--- src/rtl/if_stage.sv ---
// Instruction fetch stage: PC sequencing, decode redirects with one-deep pending capture under stall.
// SRAM address is pc_q, with 1-cycle read latency; stall[0] freezes PC/ce and parks the oldest redirect.
module if_stage #(
  parameter logic [31:0] RESET_PC = 32'hBFBF_FFFC
) (
  input  logic        clk,
  input  logic        rst,
  input  logic [5:0]  stall,
  input  logic [32:0] br_bus,
  output logic [32:0] if_to_id_bus,
  output logic        inst_sram_en,
  output logic [3:0]  inst_sram_wen,
  output logic [31:0] inst_sram_addr,
  output logic [31:0] inst_sram_wdata,
  output logic        if_adel,
  output logic [31:0] fetch_cnt,
  output logic [31:0] redirect_cnt
);

  typedef enum logic [1:0] {
    BOOT = 2'd0,
    RUN  = 2'd1,
    HOLD = 2'd2,
    PEND = 2'd3
  } state_e;

  state_e      state_q, state_d;
  logic [31:0] pc_q, pc_d;
  logic        ce_q, ce_d;
  logic        pend_v_q, pend_v_d;
  logic [31:0] pend_addr_q, pend_addr_d;
  logic [31:0] fetch_cnt_q, fetch_cnt_d;
  logic [31:0] redirect_cnt_q, redirect_cnt_d;

  logic        hold;
  logic        br_e;
  logic [31:0] br_addr;
  logic [31:0] next_pc;
  logic        unused_stall;

  assign hold         = stall[0];
  assign br_e         = br_bus[32];
  assign br_addr      = br_bus[31:0];
  assign unused_stall = ^stall[5:1];

  // A parked redirect always outranks a live one: oldest redirect wins.
  assign next_pc = pend_v_q ? pend_addr_q :
                   br_e     ? br_addr     :
                              pc_q + 32'd4;

  always_comb begin
    state_d        = state_q;
    pc_d           = pc_q;
    ce_d           = ce_q;
    pend_v_d       = pend_v_q;
    pend_addr_d    = pend_addr_q;
    fetch_cnt_d    = fetch_cnt_q;
    redirect_cnt_d = redirect_cnt_q;

    if (ce_q && !hold) begin
      fetch_cnt_d = fetch_cnt_q + 32'd1;
    end

    case (state_q)
      BOOT: begin
        pc_d    = RESET_PC + 32'd4;
        ce_d    = 1'b1;
        state_d = RUN;
      end
      default: begin
        if (!hold) begin
          pc_d     = next_pc;
          pend_v_d = 1'b0;
          state_d  = RUN;
          if (pend_v_q || br_e) begin
            redirect_cnt_d = redirect_cnt_q + 32'd1;
          end
        end else begin
          if (br_e && !pend_v_q) begin
            pend_v_d    = 1'b1;
            pend_addr_d = br_addr;
          end
          state_d = pend_v_d ? PEND : HOLD;
        end
      end
    endcase
  end

  always_ff @(posedge clk) begin
    if (rst) begin
      state_q        <= BOOT;
      pc_q           <= RESET_PC;
      ce_q           <= 1'b0;
      pend_v_q       <= 1'b0;
      pend_addr_q    <= 32'd0;
      fetch_cnt_q    <= 32'd0;
      redirect_cnt_q <= 32'd0;
    end else begin
      state_q        <= state_d;
      pc_q           <= pc_d;
      ce_q           <= ce_d;
      pend_v_q       <= pend_v_d;
      pend_addr_q    <= pend_addr_d;
      fetch_cnt_q    <= fetch_cnt_d;
      redirect_cnt_q <= redirect_cnt_d;
    end
  end

  // Misaligned PCs are still presented to decode but never reach the SRAM.
  assign if_adel         = ce_q & (pc_q[1:0] != 2'b00);
  assign inst_sram_en    = ce_q & ~if_adel;
  assign inst_sram_wen   = 4'b0000;
  assign inst_sram_addr  = pc_q;
  assign inst_sram_wdata = 32'd0;
  assign if_to_id_bus    = {ce_q, pc_q};
  assign fetch_cnt       = fetch_cnt_q;
  assign redirect_cnt    = redirect_cnt_q;

endmodule

--- config.mk ---
export PLATFORM = sky130hd
export DESIGN_NAME = if_stage
export DESIGN_NICKNAME = d
export VERILOG_FILES = /design/src/rtl/if_stage.sv
export SDC_FILE = /design/constraint.sdc
export NUM_CORES = 1
export LEC_CHECK = 0
export ABC_AREA = 1
export BUFFER_PORTS_ARGS = -buffer_cell sky130_fd_sc_hd__buf_2
export CELL_PAD_IN_SITES_DETAIL_PLACEMENT = 1
export CELL_PAD_IN_SITES_GLOBAL_PLACEMENT = 1
export CORE_ASPECT_RATIO = 2
export CORE_MARGIN = 2
export CORE_UTILIZATION = 33
export CTS_BUF_LIST = sky130_fd_sc_hd__clkbuf_16
export CTS_CLUSTER_DIAMETER = 60
export CTS_CLUSTER_SIZE = 30
export DETAILED_ROUTE_END_ITERATION = 7
export HOLD_SLACK_MARGIN = 0.05
export PLACE_DENSITY = 0.83
export SYNTH_ARGS = -nofsm -noshare
export SYNTH_HDL_FRONTEND = slang
export SYNTH_SLANG_ARGS = --single-unit
export TNS_END_PERCENT = 50
--- constraint.sdc ---
create_clock -name clk -period 1.4 [get_ports clk]
set_input_delay 0.07 -clock clk [delete_from_list [all_inputs] [get_ports clk]]
set_output_delay 0.07 -clock clk [all_outputs]
set_load 0.03 [all_outputs]
Word-level counts from Yosys, hierarchy flattened
Cells that the tools add are included.
Word-level totals
  logic and storage cells: 40
  flip-flop bits (word level): 132
  output and inout port bits: 167
Cells by class
  bitwise operators: 5
  reduce and logical (&&, ||, !) cells: 11
  equality and inequality tests: 1
  add/subtract/negate cells: 3
  muxes and demuxes: 11
Operators with widths (count)
  adder 32 x 1 -> 32 bit (second input constant): 2
  two-way mux 32 bit: 2
  two-way mux 23 bit: 2
  adder 32 x 3 -> 32 bit (second input constant): 1
  two-way mux 1 bit: 7
  AND reduction 3 bit: 2
  inverter 1 bit: 3
  OR reduction 3 bit: 1
  bitwise AND 1 bit: 2
  logical AND 1 bit: 2
  logical NOT 1 bit: 2
  logical NOT 2 bit: 1
  != test 2 x 1 -> 1 bit (second input constant): 1
  nonzero test 2 bit: 1
  OR reduction 2 bit: 1
  logical OR 1 bit: 1

Depth between registers and ports, before layout
  depth in word-level cells: 8
  mapped depth: 10
  mapped depth without buffers: 10

Worst setup path before layout
Ideal clock, no wire load.
  path type: reg-to-reg
  start: register redirect_cnt_q[0], in the netlist redirect_cnt[0]
  end: register redirect_cnt_q[16], in the netlist redirect_cnt[16]
  stages on the path, launching flop included: 9
  setup time: 0.070 ns
  data arrival time: 1.655 ns
  path buffers: 0
  setup slack: -0.325 ns
  cells stage by stage: dfxtp_1 -> ha_1 -> inv_2 -> nor2_4 -> nand2_1 -> nor2_1 -> xor2_1 -> nand2_1 -> a21oi_1
On the way
  word-level cells in the longest chain between the ends: 1
RTL lines
  from (decl): line 33  | logic [31:0] redirect_cnt_q, redirect_cnt_d;
  from (signal assigned): line 105  | redirect_cnt_q <= redirect_cnt_d;
  adder 32 x 1 -> 32 bit: line 76  | redirect_cnt_d = redirect_cnt_q + 32'd1;
Every way passes these cells.
A chain may end at the register's enable or synchronous reset.

Final worst setup path
  start: register fetch_cnt_q[4], in the netlist fetch_cnt[4]
  end: register fetch_cnt_q[20], in the netlist fetch_cnt[20]
On the way
  word-level cells in the longest chain between the ends: 1
RTL lines
  from (decl): line 32  | logic [31:0] fetch_cnt_q, fetch_cnt_d;
  from (signal assigned): line 104  | fetch_cnt_q <= fetch_cnt_d;
  adder 32 x 1 -> 32 bit: line 61  | fetch_cnt_d = fetch_cnt_q + 32'd1;
Every way passes these cells.

==> reports/results.md <==
| Metric | This run | Unit |
| --- | --- | --- |
| Worst Hold Slack | 0.162 | ns |
| DRC | 0 | - |
| Setup slack of the most critical reg-to-reg path | -0.30 | ns |
| CP cell instances | nand2_2 > buf_6 > nor2_4 > nand2_2 > nor2_1 > nand2_1 > nand2_1 > nand2_1 > nand2_1 > a21oi_1 | - |
| Setup TNS Final | -5.68 | ns |
| Worst path slowest cell | dfxtp_4 | - |
| Number of cells on the worst hold path | 4 | - |
| Cell count after synthesis | 1355 | - |
| RSZ-0062 raised after global routing | true | - |
| Biggest cell delay along the critical path | 0.38 | ns |
| Final global-route overflow total | 0 | - |
| Reg power frac | 34.2 | % |
| Final weighted congestion in routability-driven placement | 0.864 | - |
| Synth area leader | dfxtp_1 | - |
| Switching share of power | 33.7 | % |
| Floorplan Core Area | 24800 | sq um |
| Via count | 11100 | - |
| Buffer and inverter count on the worst path | 1 | - |
| Number of core rows | 82 | - |
| Width of the die | 116 | um |
| Maximum number of pins on one net before global-route repair | 52 | - |
| M1 GR Usage | 31.2 | % |
| Setup slack after layout | -0.303 | ns |
| Violated checks | negative setup slack | - |
| Total count of hold-check failures in the final report | 0 | - |
| Path type of the worst min-delay path | primary input to flop | - |
| Post-route ant nets | 0 | - |
| Levels on crit path | 10 | - |
| CP delay by family, top | simple AND/OR/NAND/NOR gates | - |
| Cell area power density | 948 | nW/um^2 |
| Post-route standard cell area excluding fillers | 12500 | sq um |
| CP Data Arrival Time | 2.03 | ns |
| Number of distinct library cells after synthesis | 38 | - |
| Post-synthesis average cell area | 6.11 | sq um |
| Endpoint kind of the worst setup timing path | flop | - |
| First-iteration detailed-routing DRC count | 1057 | - |
| Standby leakage power | 5.46 | nW |
| Maximum buffer depth of the clock tree | 2 | - |
| Buffers added on ports | 166 | - |
| Worst path required time | 1.73 | ns |
| Total global-route track usage | 25.8 | % |
| Number of global-route vias before repair | 10500 | - |
| Clock-pin slew reported for the worst setup and hold paths after clock tree synthesis | 0.07 | ns |
| Number of clock buffers inserted by TritonCTS | 17 | - |
| Final clock period utilization by the worst path | 122 | % |
| Reg2reg path depth | 10 | - |
| Cell Area, Synth | 8280 | sq um |
| Cell type with the highest occurrence count on the critical path | nand2_1 | - |
| Per-cell routed wire length | 22.0 | um |
| Clock Tree Root | clkbuf_16 | - |
| Final-stage net count | 1727 | - |
| Final critical delay including setup and external delays | 1.70 | ns |
| Largest voltage drop on the vdd net | 0.909 | mV |
| M3 GR Usage | 4.65 | % |
| Die area | 26400 | sq um |
| Final setup vio count | 69 | - |
| Post-synthesis sequential area ratio | 31.9 | % |
| Max-slew violations | 0 | - |
| Skew-Pair Late Insertion Delay | 0.47 | ns |
| Clock group share of total power | 43.8 | % |
| Synth warnings | 0 | - |
| Max capacitance violation total | 0 | - |
| Initial core utilization | 33.3 | % |
| Antenna violations before repair | 1 | - |
| Startpoint-to-endpoint class of the critical path | flop to flop | - |
| Outcome | finished, violations left | - |
| Instance area at placement | 10300 | sq um |
| Die span in y | 228 | um |
| Area growth from synthesis to layout | 51.3 | % |
| Top Usage Layer GRT | met2 | - |
| Estimated wirelength of the detail-placed design | 22.7 | mm |
| Number of sinks handled by clock tree synthesis | 132 | - |
| Maximum fanout along the worst path | 4 | - |
| Crit start category | flop | - |
| First-pass DRT Iterations | 7 | - |
| FF+latch count, synth | 132 | - |
| Clock skew after layout | 0.0187 | ns |
| CTS tree | done | - |
| H-Tree Depth | 4 | - |
| Largest cells by area after synthesis | dfxtp_1, nand2_1, nor2_1 | - |
| Share of the core filled with cells | 50.4 | % |
| Internal power component | 0.00786 | W |
| Proportion of layout cells with a drive suffix above 1 | 41.1 | % |
| Fraction of post-synthesis cell area in the top cell type by area | 31.9 | % |
| Met2 usage in global routing | 44.4 | % |
| Number of standard cells in the final layout excluding fillers | 2033 | - |
| Top-level I/O count | 208 | - |
| Switching Power | 0.00401 | W |
| Post-Place Cells | 1932 | - |
| Timing-limited maximum frequency | 587 | MHz |
| Combinational power share | 22.0 | % |
| Routed vias/inst | 5.47 | - |
| Global-route wire length before repair | 53.8 | mm |
| Detailed Route WL | 44.6 | mm |
through the flow:
stage / power (W) / setup slack, ns
after floorplan: 0.00555 / -0.0153
after global placement: 0.00614 / -0.0645
after detailed placement: 0.00619 / -0.0955
after CTS: 0.0114 / -0.0313
after global routing: 0.0122 / -0.387
final: 0.0119 / -0.303
tightest hold or removal path: stages:
cell     delay [ns]
buf_2          0.17
inv_2          0.12
o21ai_0        0.17
a21oi_1        0.04
routing by layer:
| layer | wire length [um] | part of all wire, % |
|---|---|---|
| met1 | 16600 | 37 |
| met2 | 22300 | 50 |
| met5 | 0 | 0 |
| met3 | 3160 | 7.1 |
| met4 | 2550 | 5.7 |
synth_stat cells, drive strengths merged:
library cell  number
nand2            458
nor2             234
dfxtp            132
inv              126
buf               93
a21oi             90
o21ai             68
nand3             67
xor2              21
clkbuf            16
a221oi            12
o22ai              8
nand4              5
o2111ai            4
o211ai             4
ha                 3
or2                3
nor3               2
o21bai             2
xnor2              2
a2111oi            1
and3               1
conb               1
nand3b             1
o221ai             1
worst paths after layout:
path / startpoint / endpoint
worst min register to register: pend_addr_q[5] / pend_addr_q[5]
worst min-delay path: stall[0] / inst_sram_addr[30]
worst max-delay path: fetch_cnt[4] / fetch_cnt[20]
worst max register to register: fetch_cnt[4] / fetch_cnt[20]
sequential cells by signal (all words and copies together) (netlist names), named ones only:
register        count
pend_addr_q        32
ce_q                1
state_q             2
redirect_cnt       32
fetch_cnt          32
inst_sram_addr     30
pend_v_q            1
layout by cell type (no fill, tap or decap), drive strengths merged, types with 8 or more instances in the layout:
master	count
dfxtp	132
a221oi	12
inv	131
o22ai	8
dlygate4sd3	37
conb	36
buf	341
o21ai	68
a21oi	90
nand3	67
xor2	21
nand2	458
nor2	234
clkbuf	22
layout make-up:
class	instances	area, sq um
multi-input cells	1023	5440
fillers	3227	12300
inverters	126	497
diodes	1	2.50
repair buffers	382	2720
well taps	336	420
clock inverters	14	194
clock buffers	18	450
repair inverters	1	5.00
flip-flops and latches	132	2800
power by group through the flow:
stage | combinational (W) | clock, W | sequential [W]
floorplan | 0.00124 | 0 | 0.00432
global placement | 0.00202 | 0 | 0.00412
detailed placement | 0.00206 | 0 | 0.00413
CTS | 0.00224 | 0.00511 | 0.00405
global route | 0.00274 | 0.00537 | 0.00407
finish | 0.00261 | 0.00520 | 0.00406
cell families after synthesis:
group           share of synthesized area, %
compound gates                          12.6
simple gates                            38.2
other cells                           0.0453
xor+xnor                                2.43
buf+inv                                 14.3
flops                                   31.9
fa+ha+maj                              0.453
repair_timing:
item | CTS | global route
setup endpoints to repair | 95 | 110
hold endpoints to repair | 54 | 0
cloned | 0 | 3
buffers inserted | 11 | 17
resized for setup | 56 | 283
hold buffers | 37 | 0
pin swaps | 14 | 70
No activity file was read; power rests on OpenSTA's default activity.
